File: config.mk
export PLATFORM = sky130hd
export DESIGN_NAME = phy_tx_collision_avoid
export DESIGN_NICKNAME = d
export VERILOG_FILES = /design/src/rtl/phy_tx_collision_avoid.sv
export SDC_FILE = /design/constraint.sdc
export NUM_CORES = 1
export LEC_CHECK = 0
export BUFFER_PORTS_ARGS = -buffer_cell sky130_fd_sc_hd__buf_2
export CORE_ASPECT_RATIO = 0.8
export CORE_MARGIN = 2
export CORE_UTILIZATION = 60
export DETAILED_ROUTE_END_ITERATION = 6
export PLACE_DENSITY = 0.89
export SKIP_CTS_REPAIR_TIMING = 1
export SLEW_MARGIN = 15
export SYNTH_ARGS = -nofsm -noshare
export SYNTH_HDL_FRONTEND = slang
export SYNTH_SLANG_ARGS = --single-unit
File: constraint.sdc
create_clock -name clk -period 4.1 [get_ports clk]
set_input_delay 0.615 -clock clk [delete_from_list [all_inputs] [get_ports clk]]
set_output_delay 0.615 -clock clk [all_outputs]
set_load 0.02 [all_outputs]
File: src/rtl/phy_tx_collision_avoid.sv
// ---------------------------------------------------------------------------
// phy_tx_collision_avoid
//   Collision-avoidance gate in front of the BMC transmitter. A transmit
//   request first runs an idle check on the CC line. If the line is idle, the
//   transmitter is started. If it is busy, the block waits BACKOFF_PERIOD
//   cycles and checks again, up to RETRY_MAX re-checks, then reports failure.
//
//   state     | meaning
//   ----------+---------------------------------------------------------
//   S_IDLE    | no request in flight; waiting for tx_req
//   S_CHECK   | idle detector enabled; waiting for done/result
//   S_BACKOFF | line was busy; counting BACKOFF_PERIOD cycles
//   S_TX      | transmitter started; waiting for tx_done
//
// Ports
//   clk, rst_n                      clock, async active-low reset
//   tx_req, tx_abort                upper-layer request / cancel (levels)
//   phy_definition_of_idle_done     idle check complete
//   phy_definition_of_idle_result   1 = CC idle (valid with done)
//   tx_done                         transmitter finished the frame (pulse)
//   phy_definition_of_idle_en       idle detector enable (high in S_CHECK)
//   tx_start                        1-cycle pulse on entry to S_TX
//   tx_busy                         high whenever not in S_IDLE
//   tx_ok, tx_fail                  1-cycle completion / give-up pulses
// ---------------------------------------------------------------------------
module phy_tx_collision_avoid #(
  parameter logic [2:0] RETRY_MAX      = 3'd3,
  parameter logic [9:0] BACKOFF_PERIOD = 10'd100
) (
  input  logic clk,
  input  logic rst_n,
  input  logic tx_req,
  input  logic tx_abort,
  input  logic phy_definition_of_idle_done,
  input  logic phy_definition_of_idle_result,
  input  logic tx_done,
  output logic phy_definition_of_idle_en,
  output logic tx_start,
  output logic tx_busy,
  output logic tx_ok,
  output logic tx_fail
);

  typedef enum logic [1:0] {
    S_IDLE    = 2'd0,
    S_CHECK   = 2'd1,
    S_BACKOFF = 2'd2,
    S_TX      = 2'd3
  } state_t;

  state_t     state, state_nxt;
  logic [2:0] retry_cnt, retry_nxt;
  logic [9:0] backoff_cnt, backoff_nxt;
  logic       ok_nxt, fail_nxt;

  always_ff @(posedge clk or negedge rst_n) begin
    if (!rst_n) begin
      state                     <= S_IDLE;
      retry_cnt                 <= 3'd0;
      backoff_cnt               <= 10'd0;
      phy_definition_of_idle_en <= 1'b0;
      tx_start                  <= 1'b0;
      tx_busy                   <= 1'b0;
      tx_ok                     <= 1'b0;
      tx_fail                   <= 1'b0;
    end else begin
      state                     <= state_nxt;
      retry_cnt                 <= retry_nxt;
      backoff_cnt               <= backoff_nxt;
      // Outputs are registered from the next state so they line up with the
      // cycle the FSM actually occupies that state.
      phy_definition_of_idle_en <= (state_nxt == S_CHECK);
      tx_busy                   <= (state_nxt != S_IDLE);
      tx_start                  <= (state != S_TX) && (state_nxt == S_TX);
      tx_ok                     <= ok_nxt;
      tx_fail                   <= fail_nxt;
    end
  end

  always_comb begin
    state_nxt   = state;
    retry_nxt   = retry_cnt;
    backoff_nxt = backoff_cnt;
    ok_nxt      = 1'b0;
    fail_nxt    = 1'b0;

    case (state)
      S_IDLE: begin
        if (tx_req && !tx_abort) begin
          state_nxt = S_CHECK;
          retry_nxt = 3'd0;
        end
      end

      S_CHECK: begin
        if (tx_abort) begin
          state_nxt = S_IDLE;
        end else if (phy_definition_of_idle_done) begin
          if (phy_definition_of_idle_result) begin
            state_nxt = S_TX;
          end else if (retry_cnt < RETRY_MAX) begin
            if (retry_cnt != 3'h7) retry_nxt = retry_cnt + 3'd1;
            backoff_nxt = 10'd0;
            state_nxt   = S_BACKOFF;
          end else begin
            fail_nxt  = 1'b1;
            state_nxt = S_IDLE;
          end
        end
      end

      S_BACKOFF: begin
        if (tx_abort) begin
          state_nxt = S_IDLE;
        end else if (backoff_cnt == BACKOFF_PERIOD - 10'd1) begin
          state_nxt = S_CHECK;
        end else if (backoff_cnt != 10'h3ff) begin
          backoff_nxt = backoff_cnt + 10'd1;
        end
      end

      S_TX: begin
        if (tx_abort) begin
          state_nxt = S_IDLE;
        end else if (tx_done) begin
          ok_nxt    = 1'b1;
          state_nxt = S_IDLE;
        end
      end

      default: state_nxt = S_IDLE;
    endcase
  end

endmodule

* After elaboration in Yosys (flattened, before gate mapping) *
Index checks and enable logic that the tools add are counted.

word-level totals
  output and inout port bits = 5
  word-level logic and storage cells = 71
  bits of input ports = 7
  bits in registers = 20

operators by class
  reductions and logical operators = 9
  eq/ne operators = 18
  add/sub/neg operators = 2
  magnitude comparators = 1
  mux-type cells = 33

operators by type and width
  operator                                                                count
  10-bit 2-to-1 mux                                                       7
  2-bit != test, second input constant                                    10
  10-bit case mux with 2 select lines                                     1
  2-bit 2-to-1 mux                                                        9
  3-bit 2-to-1 mux                                                        6
  10-bit by 1-bit adder with 10-bit output, second input constant         1
  10-bit by 7-bit equality test with 1-bit output, second input constant  1
  10-bit != test, second input constant                                   1
  1-bit 2-to-1 mux                                                        8
  2-bit case mux with 4 select lines                                      1
  8-bit AND reduction                                                     1
  7-bit AND reduction                                                     1
  2-bit equality test, second input constant                              3
  3-bit case mux with 2 select lines                                      1
  2-bit nonzero test                                                      3
  2-bit by 1-bit equality test with 1-bit output, second input constant   2
  3-bit by 1-bit adder with 3-bit output, second input constant           1
  3-bit by 2-bit < comparator with 1-bit output, second input constant    1
  3-bit != test, second input constant                                    1
  1-bit logical AND                                                       2
  2-bit zero test                                                         1
  1-bit zero test                                                         1

* Longest topological paths before layout *
Gate-level depths: netlist of the first run.

  depth after elaboration = 8
  mapped depth = 6
  depth with buffers taken out = 5

* Worst setup path after synthesis of the first run *
Ideal clock, no wire load.

  kind = input-to-reg
  start point = input tx_abort
  end point = register backoff_cnt[9]
  setup slack = 2164 ps
  cell stages on the path = 5
  buffers on the path = 1
  data arrival time = 1867 ps
  cell sequence = or3b_4 -> a31o_1 -> buf_6 -> or4_1 -> nand3_1

on the way
  cells in the longest elaborated chain, start to end = 2

RTL lines
  element                                 RTL line  text
  from (decl)                             33        input logic tx_abort,
  2-bit != test (no source line)          --
  8-bit AND reduction (no source line) *  --
  to (signal assigned)                    69        backoff_cnt <= backoff_nxt;
  to (decl)                               53        logic [9:0] backoff_cnt, backoff_nxt;

Every way passes the cells marked *; elsewhere a longest branch is shown, timed or not.
A chain may end at the register's enable or synchronous reset.

* Worst setup path after layout of the first run *
  start point = register state[1]
  end point = register backoff_cnt[7]

on the way
  cells in the longest elaborated chain, start to end = 3

RTL lines
  element                                                                                       RTL line  text
  from (decl)                                                                                   51        state_t state, state_nxt;
  from (signal assigned)                                                                        67        state <= state_nxt;
  2-bit equality test / 2-bit by 1-bit equality test with 1-bit output (equally long branches)  87        case (state)
  2-bit != test (no source line) / 2-bit nonzero test (equally long branches)                   --
  8-bit AND reduction (no source line)                                                          --

Several ways; a longest one is shown, not always the timed one.

==> results.json, run 1 <==
{
  "n_fill_cell": 140,
  "drive_gt1_share_pct": 17.46,
  "r2r-end": "backoff_cnt[7]",
  "die_w_um": 52.89,
  "num_rows": 14,
  "outcome": "complete, no violations",
  "die-area_um2": 2280,
  "die_h_um": 43.11,
  "max-cap-violations": 0,
  "vias": 965,
  "r2r-start": "state[1]",
  "synthArstFlopShare_pct": 100.0,
  "drtPass1Iterations": 4,
  "postSynthAreaPerCell_um2": 9.806,
  "synthXorXnorAreaFrac_pct": 0.7634,
  "cts_buffer_depth": 2,
  "power_density_nw_per_um2": 392.5,
  "cts_tree": "built",
  "finalWirelength_mm": 2.431,
  "critPathKind": "reg2reg",
  "finClkSkew_ns": 0.001393,
  "yosysTopAreaCell": "dfrtp_1",
  "relSlewSlack_pct": 53.76,
  "setup_tns_ns": 0,
  "arrival_ns": 2.37,
  "drtIter0Drc": 51,
  "p_leak_nw": 0.5610,
  "ys.flop_type": "dfrtp_1",
  "avgRoutedWirePerCell_um": 16.21,
  "grt_max_degree": 21,
  "path_clk_slew_ns": 0.11,
  "synth_seq_area_share_pct": 43.62,
  "synth-compound-area-share_pct": 17.01,
  "irDropWorstVdd_uv": 314.5,
  "place_ws_ns": 1.823,
  "drv_slew": 0,
  "yosys.area.top_type_share_pct": 43.62,
  "yosys_warnings": 0,
  "grt_overflow": 0,
  "finalHoldViolations": 0,
  "worstSetupEndpointType": "flop",
  "cp.required_ns": 4.30,
  "clk_latency_ns": 0.30,
  "synth_area_um2": 1147,
  "grt_setup_unrepaired": "false",
  "period_minus_slack_ns": 2.167,
  "grt_pass1_wl_mm": 4.112,
  "start_util_pct": 62.38,
  "synth_adder_area_share_pct": 3.272,
  "netlist_top_cells_count": "dfrtp_1, nand3_1, nand2_1, o211ai_1, o21ai_0",
  "fin_crit_sh_pct": 52.86,
  "p_int_uw": 316.3,
  "clkPwrFrac_pct": 19.5,
  "core_um2": 1839,
  "yosysMostFrequentCell": "dfrtp_1",
  "clock-root-buffer": "clkbuf_4",
  "cts.sinks": 20,
  "hold_class": "in2async",
  "cts-buffers-inserted": 3,
  "reg2reg_depth": 4,
  "ios": 12,
  "track_usage_pct": 25.26,
  "combPwrFrac_pct": 22.7,
  "synth_cell_type_count": 44,
  "synth_nets": 127,
  "tightest_slew_ns": 0.6903,
  "place_inst": 147,
  "ff2ff_setup_slack_ns": 1.93,
  "power.switching_uw": 165.9,
  "ys_ff_latch": 20,
  "antenna_found_initial": 0,
  "ys_top_cells_by_area": "dfrtp_1, nand3_1, o211ai_1",
  "endpoint": "backoff_cnt[7]",
  "dp_hpwl_mm": 1.823,
  "htree_levels": 1,
  "gp_congestion": 0.9899,
  "critPathLaunchType": "flop",
  "synth_top_family_by_area": "simple AND/OR/NAND/NOR gates",
  "seqPwrFrac_pct": 57.8,
  "startpoint": "state[1]",
  "fin_nets": 138,
  "vias_per_cell": 6.433,
  "antenna_cells": 0,
  "synth-simple-area-share_pct": 27.92,
  "utilization_pct": 66.80,
  "syn_inst": 117,
  "syn_to_final_growth_pct": 7.089,
  "synth_edf_count": 0,
  "yosys-mux-area-fraction_pct": 3.817,
  "sw_frac_of_total_pct": 34.40,
  "layout.cells.non_filler": 150,
  "io_buffer_count": 11,
  "final_antenna_net_count": 0,
  "fin_ws_ns": 1.933,
  "clock.fmax_ghz": 0.4615,
  "finalSetupViolations": 0,
  "drt_drc_violations_left": 0,
  "grt_pass1_vias": 898,
  "path_max_fanout": 12
}
logic make-up after synthesis:
| logic type | count (synthesis) |
|---|---|
| compound gates | 27 |
| xor+xnor | 1 |
| fa+ha+maj | 3 |
| buf+inv | 9 |
| flops | 20 |
| mux | 4 |
| simple gates | 53 |
state kept, by name, indices dropped and copies added, names as in the netlist:
name                       cells
tx_ok                          1
backoff_cnt                   10
phy_definition_of_idle_en      1
tx_start                       1
tx_fail                        1
retry_cnt                      3
tx_busy                        1
state                          2
layer usage:
metal	track usage, %	vias up	share of wire [%]	routed length, um
li1	-	468	-	-
met1	34.76	453	44	1067
met2	39.75	40	47	1146
met3	6.338	4	7.7	187
met4	6.154	0	1.2	28
met5	0	-	0	0
metrics by stage:
stage	cell area (um^2)	hold WS [ns]	total power [mW]
global placement	1206	0.5200	0.3772
global route	1229	0.2682	0.5108
CTS	1229	0.2503	0.4827
floorplan	1147	0.3194	0.3500
finish	1229	0.2390	0.4822
detailed placement	1206	0.5450	0.3905
cell type report:
class	instances	area, um^2	area share [%]
inverter	4	15.01	1.222
multi-input combinational	88	605.6	49.29
timing repair buffer	11	55.05	4.481
tap	24	30.03	2.444
clock buffer	3	22.52	1.833
sequential	20	500.5	40.73
worst min path at each step:
| stage | cells past startpoint | to | slack [ns] | from |
|---|---|---|---|---|
| 2_1_floorplan | 0 | backoff_cnt[0] | 0.32 | rst_n |
| 3_3_place_gp | 1 | retry_cnt[2] | 0.52 | retry_cnt[2] |
| 3_5_place_dp | 1 | retry_cnt[2] | 0.55 | retry_cnt[2] |
| 4_1_cts | 1 | backoff_cnt[7] | 0.25 | rst_n |
| 5_1_grt | 1 | backoff_cnt[7] | 0.27 | rst_n |
| 6_report | 1 | backoff_cnt[9] | 0.24 | rst_n |
cell usage in the layout, fill, tap and decap left out, drive strengths merged, types with 3 or more instances in the layout:
cell	n
o211ai	6
nor2	3
dfrtp	20
nor3	3
nand2	6
a31o	3
and3	3
clkbuf	3
o21ai	7
nor3b	5
buf	11
inv	4
mux2	3
nand4	3
nand3	11
ha	3
power groups by stage:
stage	clock network [mW]	registers [mW]	logic (mW)
finish	0.0939	0.279	0.109
global route	0.103	0.287	0.121
global placement	0	0.276	0.101
CTS	0.0958	0.277	0.110
floorplan	0	0.269	0.0811
detailed placement	0	0.282	0.109
worst max-delay path: stages (launching register included):
cell and delay (ns):
dfrtp_1 0.58, or3b_4 0.44, a31oi_1 0.54, nand2_1 0.21
a31o_2 0.30
(Power assumes the default switching activity.)
==> run 2: changes to the inputs <==
--- a/config.mk
+++ b/config.mk
@@ -8,9 +8,9 @@
 export BUFFER_PORTS_ARGS = -buffer_cell sky130_fd_sc_hd__buf_2
 export CORE_ASPECT_RATIO = 0.8
 export CORE_MARGIN = 2
-export CORE_UTILIZATION = 60
+export CORE_UTILIZATION = 51
 export DETAILED_ROUTE_END_ITERATION = 6
-export PLACE_DENSITY = 0.89
+export PLACE_DENSITY = 0.81
 export SKIP_CTS_REPAIR_TIMING = 1
 export SLEW_MARGIN = 15
 export SYNTH_ARGS = -nofsm -noshare
==> constraint.sdc (replaced) <==
create_clock -name clk -period 1.9 [get_ports clk]
set_input_delay 0.285 -clock clk [delete_from_list [all_inputs] [get_ports clk]]
set_output_delay 0.285 -clock clk [all_outputs]
set_load 0.02 [all_outputs]
==> run 2 against run 1 <==
Against the previous run: routed wire length increased by 5.6%; via count increased by 4.9%; global-route usage decreased by 4.0 points; clock power increased to 3.7 times the previous value; fmax increased by 20%; critical path depth unchanged; worst hold slack got worse by 0.023 ns; first-iteration DRC count decreased by 27%; combinational power increased to 2.7 times the previous value; count of clock-buffer cells in the layout unchanged; largest cell class unchanged.
==> results.json, run 2 (synthesis gave the netlist of run 1 again) <==
{
  "outcome": "complete, no violations",
  "die-area_um2": 2648,
  "path_clk_slew_ns": 0.11,
  "num_rows": 15,
  "r2r-end": "backoff_cnt[9]",
  "n_fill_cell": 189,
  "final_cell_mix": "dfrtp_1, nand3_1, buf_2, buf_4",
  "finalWirelength_mm": 2.567,
  "dr_wl_met3_um": 175,
  "regArea_um2": 500.5,
  "sw_frac_of_total_pct": 30.45,
  "whs_path_depth": 2,
  "cts_tree": "built",
  "cts.sinks": 20,
  "utilization_pct": 63.22,
  "drtPass1Iterations": 4,
  "ff2ff_setup_slack_ns": 0.09,
  "fin_crit_sh_pct": 95.02,
  "antenna_found_initial": 0,
  "cp_top_family": "simple AND/OR/NAND/NOR gates",
  "reg2reg_depth": 4,
  "hold_path_end": "tx_fail",
  "clock-root-buffer": "clkbuf_4",
  "irDropWorstVdd_uv": 549.8,
  "dp_hpwl_mm": 1.938,
  "die_w_um": 57.03,
  "path_max_fanout": 7,
  "power.switching_uw": 373.9,
  "final_antenna_net_count": 0,
  "core_um2": 2140,
  "layout_commonest_cell": "dfrtp_1",
  "seqPwrFrac_pct": 48.2,
  "io_buffer_count": 11,
  "tightest_slew_ns": 0.4366,
  "vias": 1012,
  "clock.fmax_ghz": 0.5539,
  "period_minus_slack_ns": 1.805,
  "clkPwrFrac_pct": 28.0,
  "r2r-start": "state[0]",
  "grt_setup_unrepaired": "false",
  "drt_drc_violations_left": 0,
  "hold_class": "in2reg",
  "multi_input_area_um2": 628.1,
  "grt_overflow": 0,
  "wl_met2_mm": 1.163,
  "top_register": "backoff_cnt",
  "cts-buffers-inserted": 3,
  "critPathKind": "reg2reg",
  "cp.buffers_inverters": 0,
  "startpoint": "state[0]",
  "m1WireLength_mm": 1.184,
  "die_h_um": 46.43,
  "finalSetupViolations": 0,
  "start_util_pct": 53.63,
  "setup_tns_ns": 0,
  "drtIter0Drc": 37,
  "ios": 12,
  "syn_to_final_growth_pct": 17.88,
  "avgRoutedWirePerCell_um": 15.94,
  "crit_chain": "or3b_4 > a31o_2 > or4_1 > nand3_1",
  "drv_slew": 0,
  "cp_slowest_cell": "or4_1",
  "clk_latency_ns": 0.30,
  "track_usage_pct": 21.27,
  "placed_cell_area_um2": 1260,
  "power_density_nw_per_um2": 907.8,
  "fin_nets": 147,
  "p_int_uw": 854.0,
  "finClkSkew_ns": 0.005938,
  "combPwrFrac_pct": 23.9,
  "max-cap-violations": 0,
  "finalPower_mw": 1.228,
  "relSlewSlack_pct": 70.65,
  "grt_pass1_wl_mm": 4.126,
  "arrival_ns": 2.05,
  "worstSetupEndpointType": "flop",
  "drive_gt1_share_pct": 26.47,
  "p_leak_nw": 0.6283,
  "finalHoldViolations": 0,
  "top_layer": "met4",
  "hold_path_startpoint": "tx_abort",
  "largest_reg_flops": 10,
  "htree_levels": 1,
  "critPathLaunchType": "flop",
  "cp.required_ns": 2.14,
  "cp_slowest_stage_delay_ns": 0.50,
  "stdcell_area_um2": 1353,
  "reg_top3": "backoff_cnt: 10 flops, retry_cnt: 3 flops, state: 2 flops",
  "vias_per_cell": 6.286,
  "antenna_cells": 0,
  "grt_max_degree": 21,
  "gp_congestion": 0.8974,
  "grt_pass1_vias": 866,
  "cts_buffer_depth": 2
}
==> run 2: power groups by stage <==
| stage | sequential (mW) | combinational [mW] | clock (mW) |
|---|---|---|---|
| final | 0.592 | 0.293 | 0.343 |
| after global routing | 0.607 | 0.328 | 0.367 |
| after CTS | 0.587 | 0.260 | 0.348 |
| after detailed placement | 0.595 | 0.259 | 0 |
| after global placement | 0.590 | 0.248 | 0 |
| after floorplan | 0.580 | 0.175 | 0 |
==> run 2: area by class of cell <==
class | count | area share (%)
clock buffer | 3 | 1.665
multi-input combinational | 88 | 46.44
inverter | 4 | 1.110
sequential | 20 | 37.00
tap | 25 | 2.313
timing repair buffer | 20 | 9.251
clock inverter | 1 | 2.220
==> run 2: per-layer routing <==
metal	up-vias	track usage, %
met5	-	0
met2	27	30.34
li1	484	-
met3	9	5.618
met4	0	6.977
met1	492	31.39
==> run 2: worst max-delay path by stage <==
stage	to	slack, ns	cells after the start
floorplan	backoff_cnt[9]	0.12	6
finish	backoff_cnt[9]	0.09	4
global placement	tx_busy	0.08	4
detailed placement	phy_definition_of_idle_en	0.06	5
CTS	backoff_cnt[2]	0.01	6
global route	backoff_cnt[9]	0.007	5
==> run 2: stage by stage <==
| step | instances | setup slack (ns) | hold WS (ns) |
|---|---|---|---|
| finish | 161 | 0.09469 | 0.2155 |
| global route | 161 | 0.006533 | 0.2293 |
| CTS | 159 | 0.01379 | -0.08257 |
| detailed placement | 155 | 0.05815 | 0.2563 |
| global placement | 155 | 0.07556 | 0.2483 |
| floorplan | 117 | 0.1157 | -0.01059 |
==> run 2: worst reg2reg max path: stages (launching register included) <==
cell and delay, ns:
dfrtp_1 0.45, or3b_4 0.43, a31o_2 0.27, or4_1 0.50, nand3_1 0.09
==> run 3: changes to the inputs <==
--- a/config.mk
+++ b/config.mk
@@ -8,9 +8,9 @@
 export BUFFER_PORTS_ARGS = -buffer_cell sky130_fd_sc_hd__buf_2
 export CORE_ASPECT_RATIO = 0.8
 export CORE_MARGIN = 2
-export CORE_UTILIZATION = 51
+export CORE_UTILIZATION = 57
 export DETAILED_ROUTE_END_ITERATION = 6
-export PLACE_DENSITY = 0.81
+export PLACE_DENSITY = 0.86
 export SKIP_CTS_REPAIR_TIMING = 1
 export SLEW_MARGIN = 15
 export SYNTH_ARGS = -nofsm -noshare
==> constraint.sdc (replaced) <==
create_clock -name clk -period 1.8 [get_ports clk]
set_input_delay 0.27 -clock clk [delete_from_list [all_inputs] [get_ports clk]]
set_output_delay 0.27 -clock clk [all_outputs]
set_load 0.02 [all_outputs]
==> run 3 against run 2 <==
Against the previous run: clock skew down 0.0050 ns; utilization up 10 points; sequential power up 1%; total power down 3.5%; largest power group unchanged; worst hold slack worse by 0.015 ns; fmax up 4.0%; critical path type unchanged; global-route usage up 2.3 points; largest cell class unchanged; count of clock-buffer cells in the layout unchanged.
==> results.json, run 3 (synthesis gave the netlist of run 1 again) <==
{
  "outcome": "complete, no violations",
  "syn_to_final_growth_pct": 21.16,
  "track_usage_pct": 23.58,
  "cts-buffers-inserted": 3,
  "clock.fmax_ghz": 0.5762,
  "tightest_slew_ns": 0.4536,
  "reg2reg_depth": 5,
  "grtUsageMet3_pct": 5.405,
  "start_util_pct": 60.65,
  "vias": 1051,
  "core_um2": 1892,
  "htree_levels": 1,
  "antenna_found_initial": 0,
  "top_register": "backoff_cnt",
  "die_w_um": 54.16,
  "cts.sinks": 20,
  "clock-root-buffer": "clkbuf_4",
  "grt_pass1_wl_mm": 4.140,
  "hold_path_startpoint": "tx_abort",
  "layout.cells.non_filler": 169,
  "drt_drc_violations_left": 0,
  "finalHoldViolations": 0,
  "worstSetupEndpointType": "flop",
  "setup_tns_ns": 0,
  "critPathLaunchType": "flop",
  "cts_tree": "built",
  "layout_commonest_cell": "dfrtp_1",
  "ios": 12,
  "fin_ws_ns": 0.06456,
  "path_clk_slew_ns": 0.10,
  "reg_top3": "backoff_cnt: 10 flops, retry_cnt: 3 flops, state: 2 flops",
  "period_minus_slack_ns": 1.735,
  "cp.required_ns": 2.05,
  "final_antenna_net_count": 0,
  "drive_gt1_share_pct": 29.66,
  "placed_cell_area_um2": 1334,
  "critPathKind": "reg2reg",
  "grt_pass1_vias": 922,
  "hold_class": "in2reg",
  "stdcell_area_um2": 1390,
  "final_cell_mix": "dfrtp_1, buf_4, nand3_1, buf_2",
  "relSlewSlack_pct": 69.76,
  "grt_use_met2_pct": 35.18,
  "clk_latency_ns": 0.30,
  "num_rows": 14,
  "vias_per_cell": 6.219,
  "path_max_fanout": 4,
  "place_inst": 164,
  "finClkSkew_ns": 0.0009580,
  "holdWs_ns": 0.2002,
  "whs_path_depth": 2,
  "fin_crit_sh_pct": 96.41,
  "grt_overflow": 0,
  "irDropWorstVdd_uv": 621.8,
  "drtPass1Iterations": 4,
  "drtIter0Drc": 40,
  "finalSetupViolations": 0,
  "gp_congestion": 0.9061,
  "finalWirelength_mm": 2.555,
  "ff2ff_setup_slack_ns": 0.06,
  "hold_path_end": "tx_fail",
  "p_leak_nw": 0.6604,
  "drv_slew": 0,
  "r2r-start": "backoff_cnt[1]",
  "grt_max_degree": 21,
  "place_ws_ns": 0.01488,
  "antenna_cells": 0,
  "busiest_layer": "met1",
  "max-cap-violations": 0,
  "die-area_um2": 2390,
  "fin_nets": 157,
  "avgRoutedWirePerCell_um": 15.12,
  "largest_reg_flops": 10,
  "power_density_nw_per_um2": 852.5,
  "io_buffer_count": 11,
  "dp_hpwl_mm": 1.927,
  "die_h_um": 44.13,
  "arrival_ns": 1.98,
  "cts_buffer_depth": 2,
  "r2r-end": "backoff_cnt[9]",
  "use_met1_pct": 35.29
}
-- run 3: cell count changes in the layout (fill, tap and decap cells not counted), sizes merged --
cell    delta
buf       +10
bufinv     -1
-- run 3: how the worst max path moves through the flow --
stage | start | to | cells after the start
3_5_place_dp | backoff_cnt[1] | tx_busy | 5
6_report | backoff_cnt[1] | backoff_cnt[9] | 5
5_1_grt | backoff_cnt[1] | backoff_cnt[9] | 5
2_1_floorplan | backoff_cnt[0] | backoff_cnt[9] | 6
3_3_place_gp | backoff_cnt[1] | tx_busy | 5
4_1_cts | backoff_cnt[1] | tx_busy | 5
-- run 3: area by class of cell --
class / instances / area [um^2]
multi-input cells: 88 / 621.8
fillers: 143 / 501.7
flip-flops and latches: 20 / 500.5
repair buffers: 30 / 200.2
well taps: 24 / 30.03
clock buffers: 3 / 22.52
inverters: 4 / 15.01
-- run 3: through the flow --
stage	power, mW	utilization, %
6_report	1.185	73.48
5_1_grt	1.267	73.48
4_1_cts	1.170	71.69
3_5_place_dp	0.9637	70.50
3_3_place_gp	0.9432	70.50
2_1_floorplan	0.7973	-
-- run 3: critical path: stages, from the launching register on --
cell and delay [ns]:
dfrtp_1 0.42, ha_1 0.21, nor3b_2 0.18, a31o_1 0.27, or4_1 0.51, nand3_1 0.09
-- run 3: metal layers --
| metal | part of all wire (%) | vias up |
|---|---|---|
| met5 | 0 | - |
| li1 | - | 501 |
| met4 | 0.43 | 0 |
| met2 | 46 | 32 |
| met1 | 48 | 515 |
| met3 | 5.4 | 3 |
-- run 3: where the power goes --
group | internal [mW] | switching, mW | leakage [nW] | total (mW)
registers | 0.527 | 0.0726 | 0.269 | 0.599
clock network | 0.0782 | 0.130 | 0.0138 | 0.209
logic | 0.193 | 0.184 | 0.378 | 0.377
total | 0.798 | 0.387 | 0.660 | 1.19
